===== config.mk =====
export PLATFORM = sky130hd
export DESIGN_NAME = vga_tile_fetch
export DESIGN_NICKNAME = d
export VERILOG_FILES = /design/src/rtl/vga_tile_fetch.sv
export SDC_FILE = /design/constraint.sdc
export NUM_CORES = 1
export LEC_CHECK = 0
export BUFFER_PORTS_ARGS = -buffer_cell sky130_fd_sc_hd__buf_2
export CORE_MARGIN = 10
export CORE_UTILIZATION = 44
export DETAILED_ROUTE_END_ITERATION = 10
export MAX_ROUTING_LAYER = met4
export PLACE_DENSITY = 0.86
export SETUP_SLACK_MARGIN = 0.4
export SYNTH_ARGS = -nofsm -noshare
export SYNTH_HDL_FRONTEND = slang
export SYNTH_SLANG_ARGS = --single-unit

===== constraint.sdc =====
create_clock -name clk_i -period 2.16 [get_ports clk_i]
set_input_delay 0.216 -clock clk_i [delete_from_list [all_inputs] [get_ports clk_i]]
set_output_delay 0.216 -clock clk_i [all_outputs]
set_load 0.02 [all_outputs]

===== src/rtl/vga_tile_fetch.sv =====
`default_nettype none
// +--------------------------------------------------------------------------+
// | Module   : vga_tile_fetch                                                |
// | Purpose  : Text-mode pixel pipeline stage. Converts pixel coordinates    |
// |            into screen-buffer word addresses and font ROM addresses.     |
// |            Serialises one monochrome pixel per clock and overlays a      |
// |            blinking underline cursor. Sync and active are delayed to     |
// |            line up with the pixel.                                       |
// | Ports    : clk_i/rst_i        pixel clock, sync active-high reset       |
// |            hcount_i/vcount_i  pixel coordinates, active_i visible flag  |
// |            hsync_i/vsync_i    timing-generator syncs (active low)       |
// |            vr_addr_o/buf_data_i    screen buffer read port (1-cycle)    |
// |            font_addr_o/font_data_i font ROM read port (1-cycle)         |
// |            cursor_en_i/cursor_tile_i cursor control                     |
// |            pixel_o/active_o/hsync_o/vsync_o  aligned outputs (5 cycles) |
// | Revision : 1.0  initial release                                          |
// +--------------------------------------------------------------------------+
module vga_tile_fetch #(
  parameter int H_TILES         = 80,
  parameter int V_TILES         = 30,
  parameter int WORDS_PER_ROW   = 20,
  parameter int ADDR_WIDTH      = 10,
  parameter int DATA_WIDTH      = 28,
  parameter int SINGLE_DATA     = 7,
  parameter int FONT_ADDR_WIDTH = 11,
  parameter int TILE_IDX_WIDTH  = 12,
  parameter int BLINK_FRAMES    = 16
) (
  input  logic                       clk_i,
  input  logic                       rst_i,
  input  logic [9:0]                 hcount_i,
  input  logic [9:0]                 vcount_i,
  input  logic                       active_i,
  input  logic                       hsync_i,
  input  logic                       vsync_i,
  output logic [ADDR_WIDTH-1:0]      vr_addr_o,
  input  logic [DATA_WIDTH-1:0]      buf_data_i,
  output logic [FONT_ADDR_WIDTH-1:0] font_addr_o,
  input  logic [7:0]                 font_data_i,
  input  logic                       cursor_en_i,
  input  logic [TILE_IDX_WIDTH-1:0]  cursor_tile_i,
  output logic                       pixel_o,
  output logic                       active_o,
  output logic                       hsync_o,
  output logic                       vsync_o
);

  localparam int          BLINK_W    = (BLINK_FRAMES > 1) ? $clog2(BLINK_FRAMES) : 1;
  localparam logic [31:0] TILE_LIMIT = 32'(H_TILES * V_TILES);

  // Stage registers
  logic [ADDR_WIDTH-1:0]      vr_addr_q;
  logic [FONT_ADDR_WIDTH-1:0] font_addr_q;
  logic                       pixel_q;
  logic [1:0]                 lane1_q, lane2_q;
  logic [3:0]                 row1_q, row2_q;
  logic [2:0]                 bit1_q, bit2_q, bit3_q, bit4_q;
  logic                       match1_q, match2_q, match3_q, match4_q;
  // Bit k holds the flag captured k+1 edges ago; bit 4 is the output tap
  logic [4:0]                 act_sr_q;
  logic [4:0]                 hs_sr_q;
  logic [4:0]                 vs_sr_q;
  logic                       vsync_prev_q;
  logic [BLINK_W-1:0]         blink_cnt_q;
  logic                       blink_phase_q;

  // Combinational S1/S3 helpers
  logic [31:0]            tile_idx_d;
  logic                   match_d;
  logic [SINGLE_DATA-1:0] char_d;
  logic                   vsync_fall_d;

  always_comb begin
    tile_idx_d = 32'(vcount_i[9:4]) * 32'(H_TILES) + 32'(hcount_i[9:3]);
    // Out-of-range cursor indices are rejected explicitly so that blanking
    // coordinates (which can produce large tile indices) never alias them.
    match_d = cursor_en_i
           && (tile_idx_d == 32'(cursor_tile_i))
           && (32'(cursor_tile_i) < TILE_LIMIT)
           && (vcount_i[3:0] >= 4'd14);
  end

  // Lane 0 is the least significant character and the leftmost tile
  always_comb begin
    char_d = buf_data_i[SINGLE_DATA-1:0];
    case (lane2_q)
      2'd1:    char_d = buf_data_i[SINGLE_DATA   +: SINGLE_DATA];
      2'd2:    char_d = buf_data_i[2*SINGLE_DATA +: SINGLE_DATA];
      2'd3:    char_d = buf_data_i[3*SINGLE_DATA +: SINGLE_DATA];
      default: char_d = buf_data_i[SINGLE_DATA-1:0];
    endcase
  end

  assign vsync_fall_d = vsync_prev_q & ~vsync_i;

  always_ff @(posedge clk_i) begin
    if (rst_i) begin
      vr_addr_q     <= '0;
      font_addr_q   <= '0;
      pixel_q       <= 1'b0;
      lane1_q       <= '0;
      lane2_q       <= '0;
      row1_q        <= '0;
      row2_q        <= '0;
      bit1_q        <= '0;
      bit2_q        <= '0;
      bit3_q        <= '0;
      bit4_q        <= '0;
      match1_q      <= 1'b0;
      match2_q      <= 1'b0;
      match3_q      <= 1'b0;
      match4_q      <= 1'b0;
      act_sr_q      <= '0;
      hs_sr_q       <= '1;
      vs_sr_q       <= '1;
      vsync_prev_q  <= 1'b1;
      blink_cnt_q   <= '0;
      blink_phase_q <= 1'b0;
    end else begin
      // S1: address generation and sideband capture
      if (active_i) begin
        vr_addr_q <= ADDR_WIDTH'(32'(vcount_i[9:4]) * 32'(WORDS_PER_ROW)
                                + 32'(hcount_i[9:5]));
      end
      lane1_q  <= hcount_i[4:3];
      row1_q   <= vcount_i[3:0];
      bit1_q   <= hcount_i[2:0];
      match1_q <= match_d;

      // S2: buffer read in flight
      lane2_q  <= lane1_q;
      row2_q   <= row1_q;
      bit2_q   <= bit1_q;
      match2_q <= match1_q;

      // S3: character code plus glyph row forms the font address
      font_addr_q <= FONT_ADDR_WIDTH'({char_d, row2_q});
      bit3_q      <= bit2_q;
      match3_q    <= match2_q;

      // S4: font ROM read in flight
      bit4_q   <= bit3_q;
      match4_q <= match3_q;

      // S5: bit 7 of the font row is the leftmost pixel of the tile
      pixel_q <= act_sr_q[3]
               & (font_data_i[~bit4_q] | (match4_q & blink_phase_q));

      act_sr_q <= {act_sr_q[3:0], active_i};
      hs_sr_q  <= {hs_sr_q[3:0], hsync_i};
      vs_sr_q  <= {vs_sr_q[3:0], vsync_i};

      // Frame counter for the cursor blink, advanced on vsync falling edges
      vsync_prev_q <= vsync_i;
      if (vsync_fall_d) begin
        if (blink_cnt_q == BLINK_W'(BLINK_FRAMES - 1)) begin
          blink_cnt_q   <= '0;
          blink_phase_q <= ~blink_phase_q;
        end else begin
          blink_cnt_q <= blink_cnt_q + BLINK_W'(1);
        end
      end
    end
  end

  assign vr_addr_o   = vr_addr_q;
  assign font_addr_o = font_addr_q;
  assign pixel_o     = pixel_q;
  assign active_o    = act_sr_q[4];
  assign hsync_o     = hs_sr_q[4];
  assign vsync_o     = vs_sr_q[4];

endmodule
`default_nettype wire


* After elaboration in Yosys (flattened, before gate mapping)
Cells that the tools add are included.
** Storage, ports and cells
- Register bits after elaboration :: 71
- Output and inout bits :: 25
- Input bits :: 74
- Logic and storage cells :: 49
** Cells by class
- $lt $le $gt $ge :: 3
- Add/sub/neg operators :: 3
- $mul :: 2
- Reductions and logical operators :: 4
- Bitwise logic cells :: 7
- Equality and inequality tests :: 5
- Multiplexer cells :: 4
** Operators with widths (count)
- $pmux W7 S3 :: 1
- $add A13 B7 Y14 :: 1
- $eq A14 B12 Y1 :: 1
- $lt A12 B12 Y1 const B :: 1
- $add A10 B5 Y10 :: 1
- $mul A6 B3 Y9 const B :: 1
- $mul A6 B3 Y8 const B :: 1
- $add A4 B1 Y4 const B :: 1
- $eq A2 B2 Y1 const B :: 2
- $eq A4 B4 Y1 const B :: 1
- $ge A4 B4 Y1 const B :: 1
- $lt A3 B4 Y1 const B :: 1
- $mux W4 :: 1
- $and A1 B1 Y1 :: 3
- $bmux W1 S3 :: 1
- $logic_and A1 B1 Y1 :: 3
- $not A3 Y3 :: 1
- $eq A2 B1 Y1 const B :: 1
- $not A1 Y1 :: 2
- $reduce_and A2 Y1 :: 1
- $mux W1 :: 1
- $or A1 B1 Y1 :: 1

* Longest topological paths before layout
- Depth after elaboration :: 6
- Mapped depth :: 9

* Worst setup path before layout
No wires, ideal clock.
- Path kind :: in2reg
- Start :: input vcount_i[5]
- End :: register match1_q
- Stages on the path :: 9
- Buffers on the path :: 0
- Setup slack :: -0.005 ns
- Data arrival time :: 2.105 ns
- Required time :: 2.099 ns
- Cells stage by stage :: ha_1 ha_1 fa_1 nand2_1 nor2_1 nor4b_2 xnor2_1 xor2_1 and4_1
** Between the ends
- Longest elaborated chain between the ends :: 6
** RTL lines
- from (decl) :: RTL line 32 : input logic [9:0] vcount_i,
- $mul A6 B3 Y9 :: RTL line 74 : tile_idx_d = 32'(vcount_i[9:4]) * 32'(H_TILES) + 32'(hcount_i[9:3]);
- $add A13 B7 Y14 :: RTL line 74
- $eq A14 B12 Y1 :: RTL line 78 : && (tile_idx_d == 32'(cursor_tile_i))
- $logic_and A1 B1 Y1 :: RTL line 78
- $logic_and A1 B1 Y1 :: RTL line 79 : && (32'(cursor_tile_i) < TILE_LIMIT)
- $logic_and A1 B1 Y1 :: RTL line 80 : && (vcount_i[3:0] >= 4'd14);
- to (signal assigned) :: RTL line 128 : match1_q <= match_d;
- to (decl) :: RTL line 58 : logic match1_q, match2_q, match3_q, match4_q;
Every way passes these cells.
A chain may end at the register's enable or synchronous reset.

* Worst setup path after layout
- Start :: input vcount_i[7]
- End :: register match1_q
Same word-level chain as after synthesis.

==> impl_metrics.yaml <==
timing:
  slew_headroom: 0.576
  timing.final.hold_violations: 0
  period_minus_slack_ps: 1940
  max_freq_mhz: 515
  skew_ps: 5.98
  rsz0062_at_grt: "yes"
  hold_ws_ps: 61.9
  final-max-slew-violation-count: 0
  setup_viol: 0
  period_share: 0.899
  worst_slew_pin_slew_ps: 637
cts:
  numCtsBuffers: 9
  clockRootBuffer: "clkbuf_8"
  htreeDepth: 3
  clkTransAtPathRegs_ps: 80
  cts.sinks: 70
  cts_hold_buf: 0
  clock_latency_ps: 330
  clk_path_buf_depth: 2
  cts_tree: "yes"
detailed_routing:
  vias_per_cell: 4.80
  first_pass_iters: 4
  wl_um: 6640
  dr.first_iter.drc_count: 66
  drc_errors: 0
  wl_per_cell_um: 14.9
  vias: 2146
  ant_nets: 0
setup_path:
  cp-start-kind: "input pin"
  reg2reg_from: "lane2_q[0]"
  cpPeakStageDelay_ps: 580
  crit_path_start: "vcount_i[7]"
  critPathKind: "input pin to register"
  cp_slowest_cell: "fa_2"
  cp.arrival_ps: 2230
  cp_max_fo: 3
  crit_top_cell: "ha_4"
  worstPathRequired_ps: 2450
  critPathCaptureType: "register"
  cp_cell_sequence: "buf_8 > ha_4 > ha_4 > fa_2 > nand2_4 > nor2_2 > nor4b_4 > xnor2_2 > xor2_1 > and4_1"
run_status:
  status: "finished, final reports clean"
place:
  place_inst: 429
  dpl.hpwl_um: 4960
  port_buffers: 98
  gp_congestion: 0.779
logic_synthesis:
  synth.distinct_cells: 33
  synthCells: 254
  synthesis.nets: 342
  ys_seq_elements: 70
  yosysSeqAreaShare: 0.497
  ys_async_sr_fraction: 0
  yosysWarnings: 0
  synth_edf_count: 0
  synth_area_sq_um: 2820
  synth-main-ff-cell: "dfxtp_1"
  avgSynthCellArea_sq_um: 11.1
final_layout:
  drive_gt1_frac: 0.462
  fin_nets: 453
  syn_to_final_growth_pct: 34.8
  stdcell_count: 447
  diodes: 0
global_route:
  overflow: 0
  antenna_found_initial: 0
  grt_pass1_wl_um: 10400
  grtUsageTotal: 0.133
  grt_pass1_vias: 2285
  grt_max_degree: 68
floorplan:
  die_w_um: 100
  core-area_sq_um: 6280
  die-area_sq_um: 10000
  rows: 29
  die_h_um: 100
  ioPinCount: 99
  initial_utilization: 0.449
pwr:
  p_total_uw: 2860
  power_density_nw_per_um2: 753
  power.leakage_uw: 0.00168
  ir_worst_vdd_mv: 0.498
hold_path:
  hold_class: "input pin to register"
  worstHoldStart: "hsync_i"
run:
  drv_cap: 0
## cell type report
type,instances,area [sq um]
Sequential cell,70,1400
Clock buffer,9,124
Inverter,3,11.3
Clock inverter,7,48.8
Fill cell,521,2480
Timing Repair Buffer,111,604
Multi-Input combinational cell,170,1510
Tap cell,77,96.3
## where the power goes
part / leakage (uW) / total [uW] / internal (uW) / switching (uW)
combinational: 0.00101 / 587 / 297 / 290
sequential: 0.000575 / 1380 / 1350 / 25.3
clock: 0.0000894 / 897 / 417 / 480
## through the flow
| step | utilization | setup slack, ps | area (sq um) | TNS [ps] |
|---|---|---|---|---|
| after floorplan | - | 61.7 | 2870 | 0 |
| after global placement | 0.557 | -103 | 3500 | -112 |
| after detailed placement | 0.557 | -189 | 3500 | -355 |
| after CTS | 0.594 | 285 | 3730 | 0 |
| after global routing | 0.605 | 151 | 3800 | 0 |
| final | 0.605 | 219 | 3800 | 0 |
## worst max-delay path, delay by kind of cell
kind                       cells  cell delay, ps
adders and majority gates      3             970
and+or+nand+nor                4             610
xor gates and xnor gates       2             340
buffers and inverters          1             100
## logic make-up after synthesis
logic type                 share of synthesized area
and+or+nand+nor                                0.195
xor gates and xnor gates                      0.0715
adders and majority gates                     0.0675
DFF                                            0.497
muxes                                         0.0968
AOI/OAI and AO/OA                             0.0537
buffers and inverters                         0.0186
## registers in the layout, summed over array words and instances (netlist names), 2 cells and up
name / count
lane1_q: 2
bit4_q: 3
blink_cnt_q: 4
hs_sr_q: 5
row1_q: 4
act_sr_q: 5
font_addr_o: 11
row2_q: 4
bit1_q: 3
vr_addr_o: 10
vs_sr_q: 5
bit3_q: 3
lane2_q: 2
bit2_q: 3
## Yosys cell counts (2+ instances only)
| cell | instances | share of area |
|---|---|---|
| a211oi_1 | 5 | 0.013 |
| a21o_1 | 2 | 0.0053 |
| a21oi_1 | 7 | 0.012 |
| buf_1 | 2 | 0.0027 |
| clkbuf_1 | 9 | 0.012 |
| dfxtp_1 | 70 | 0.50 |
| fa_1 | 2 | 0.014 |
| ha_1 | 12 | 0.053 |
| inv_1 | 3 | 0.0040 |
| mux2i_1 | 7 | 0.025 |
| mux4_2 | 9 | 0.072 |
| nand2_1 | 7 | 0.0093 |
| nand4_1 | 4 | 0.0089 |
| nor2_1 | 17 | 0.023 |
| nor2b_1 | 46 | 0.10 |
| o21ai_0 | 3 | 0.0053 |
| or2_2 | 11 | 0.024 |
| or3_1 | 2 | 0.0044 |
| xnor2_1 | 13 | 0.040 |
| xor2_1 | 10 | 0.031 |
## cells in the final DEF (no fill, tap or decap), types with 3 or more instances in the layout
| master | netlist | final |
|---|---|---|
| mux2i_1 | 7 | 7 |
| ha_4 | 0 | 4 |
| o21ai_0 | 3 | 3 |
| buf_4 | 0 | 13 |
| xor2_1 | 10 | 10 |
| xnor2_2 | 0 | 4 |
| clkinv_2 | 0 | 3 |
| ha_1 | 12 | 6 |
| xnor2_1 | 13 | 9 |
| dfxtp_1 | 70 | 70 |
| a21oi_1 | 7 | 6 |
| clkbuf_8 | 0 | 9 |
| nand2_1 | 7 | 6 |
| nand4_1 | 4 | 4 |
| a211oi_2 | 0 | 3 |
| mux4_2 | 9 | 9 |
| nor2_1 | 17 | 15 |
| or2_2 | 11 | 10 |
| nor2b_1 | 46 | 46 |
| buf_2 | 0 | 96 |
| inv_1 | 3 | 3 |
## routing by layer
metal	GRT usage	vias to the layer above	routed length [um]
met5	-	-	0
met4	0.0565	0	130
met3	0.0556	12	550
met2	0.224	88	3340
met1	0.134	974	2620
li1	-	1072	-
## final timing paths
kind	cells after the start	endpoint	slack, ps
hold / removal	2	hs_sr_q[0]	60
setup reg to reg	2	font_addr_o[10]	720
setup / recovery	10	match1_q	220
hold reg to reg	1	vs_sr_q[2]	410
## repair_timing
item / in CTS / in global routing
setup buffers: 1 / 1
gates resized for setup: 12 / 11
setup endpoints to repair: 3 / 3
pin swaps: 8 / 10
No activity file was read; power rests on OpenSTA's default activity.
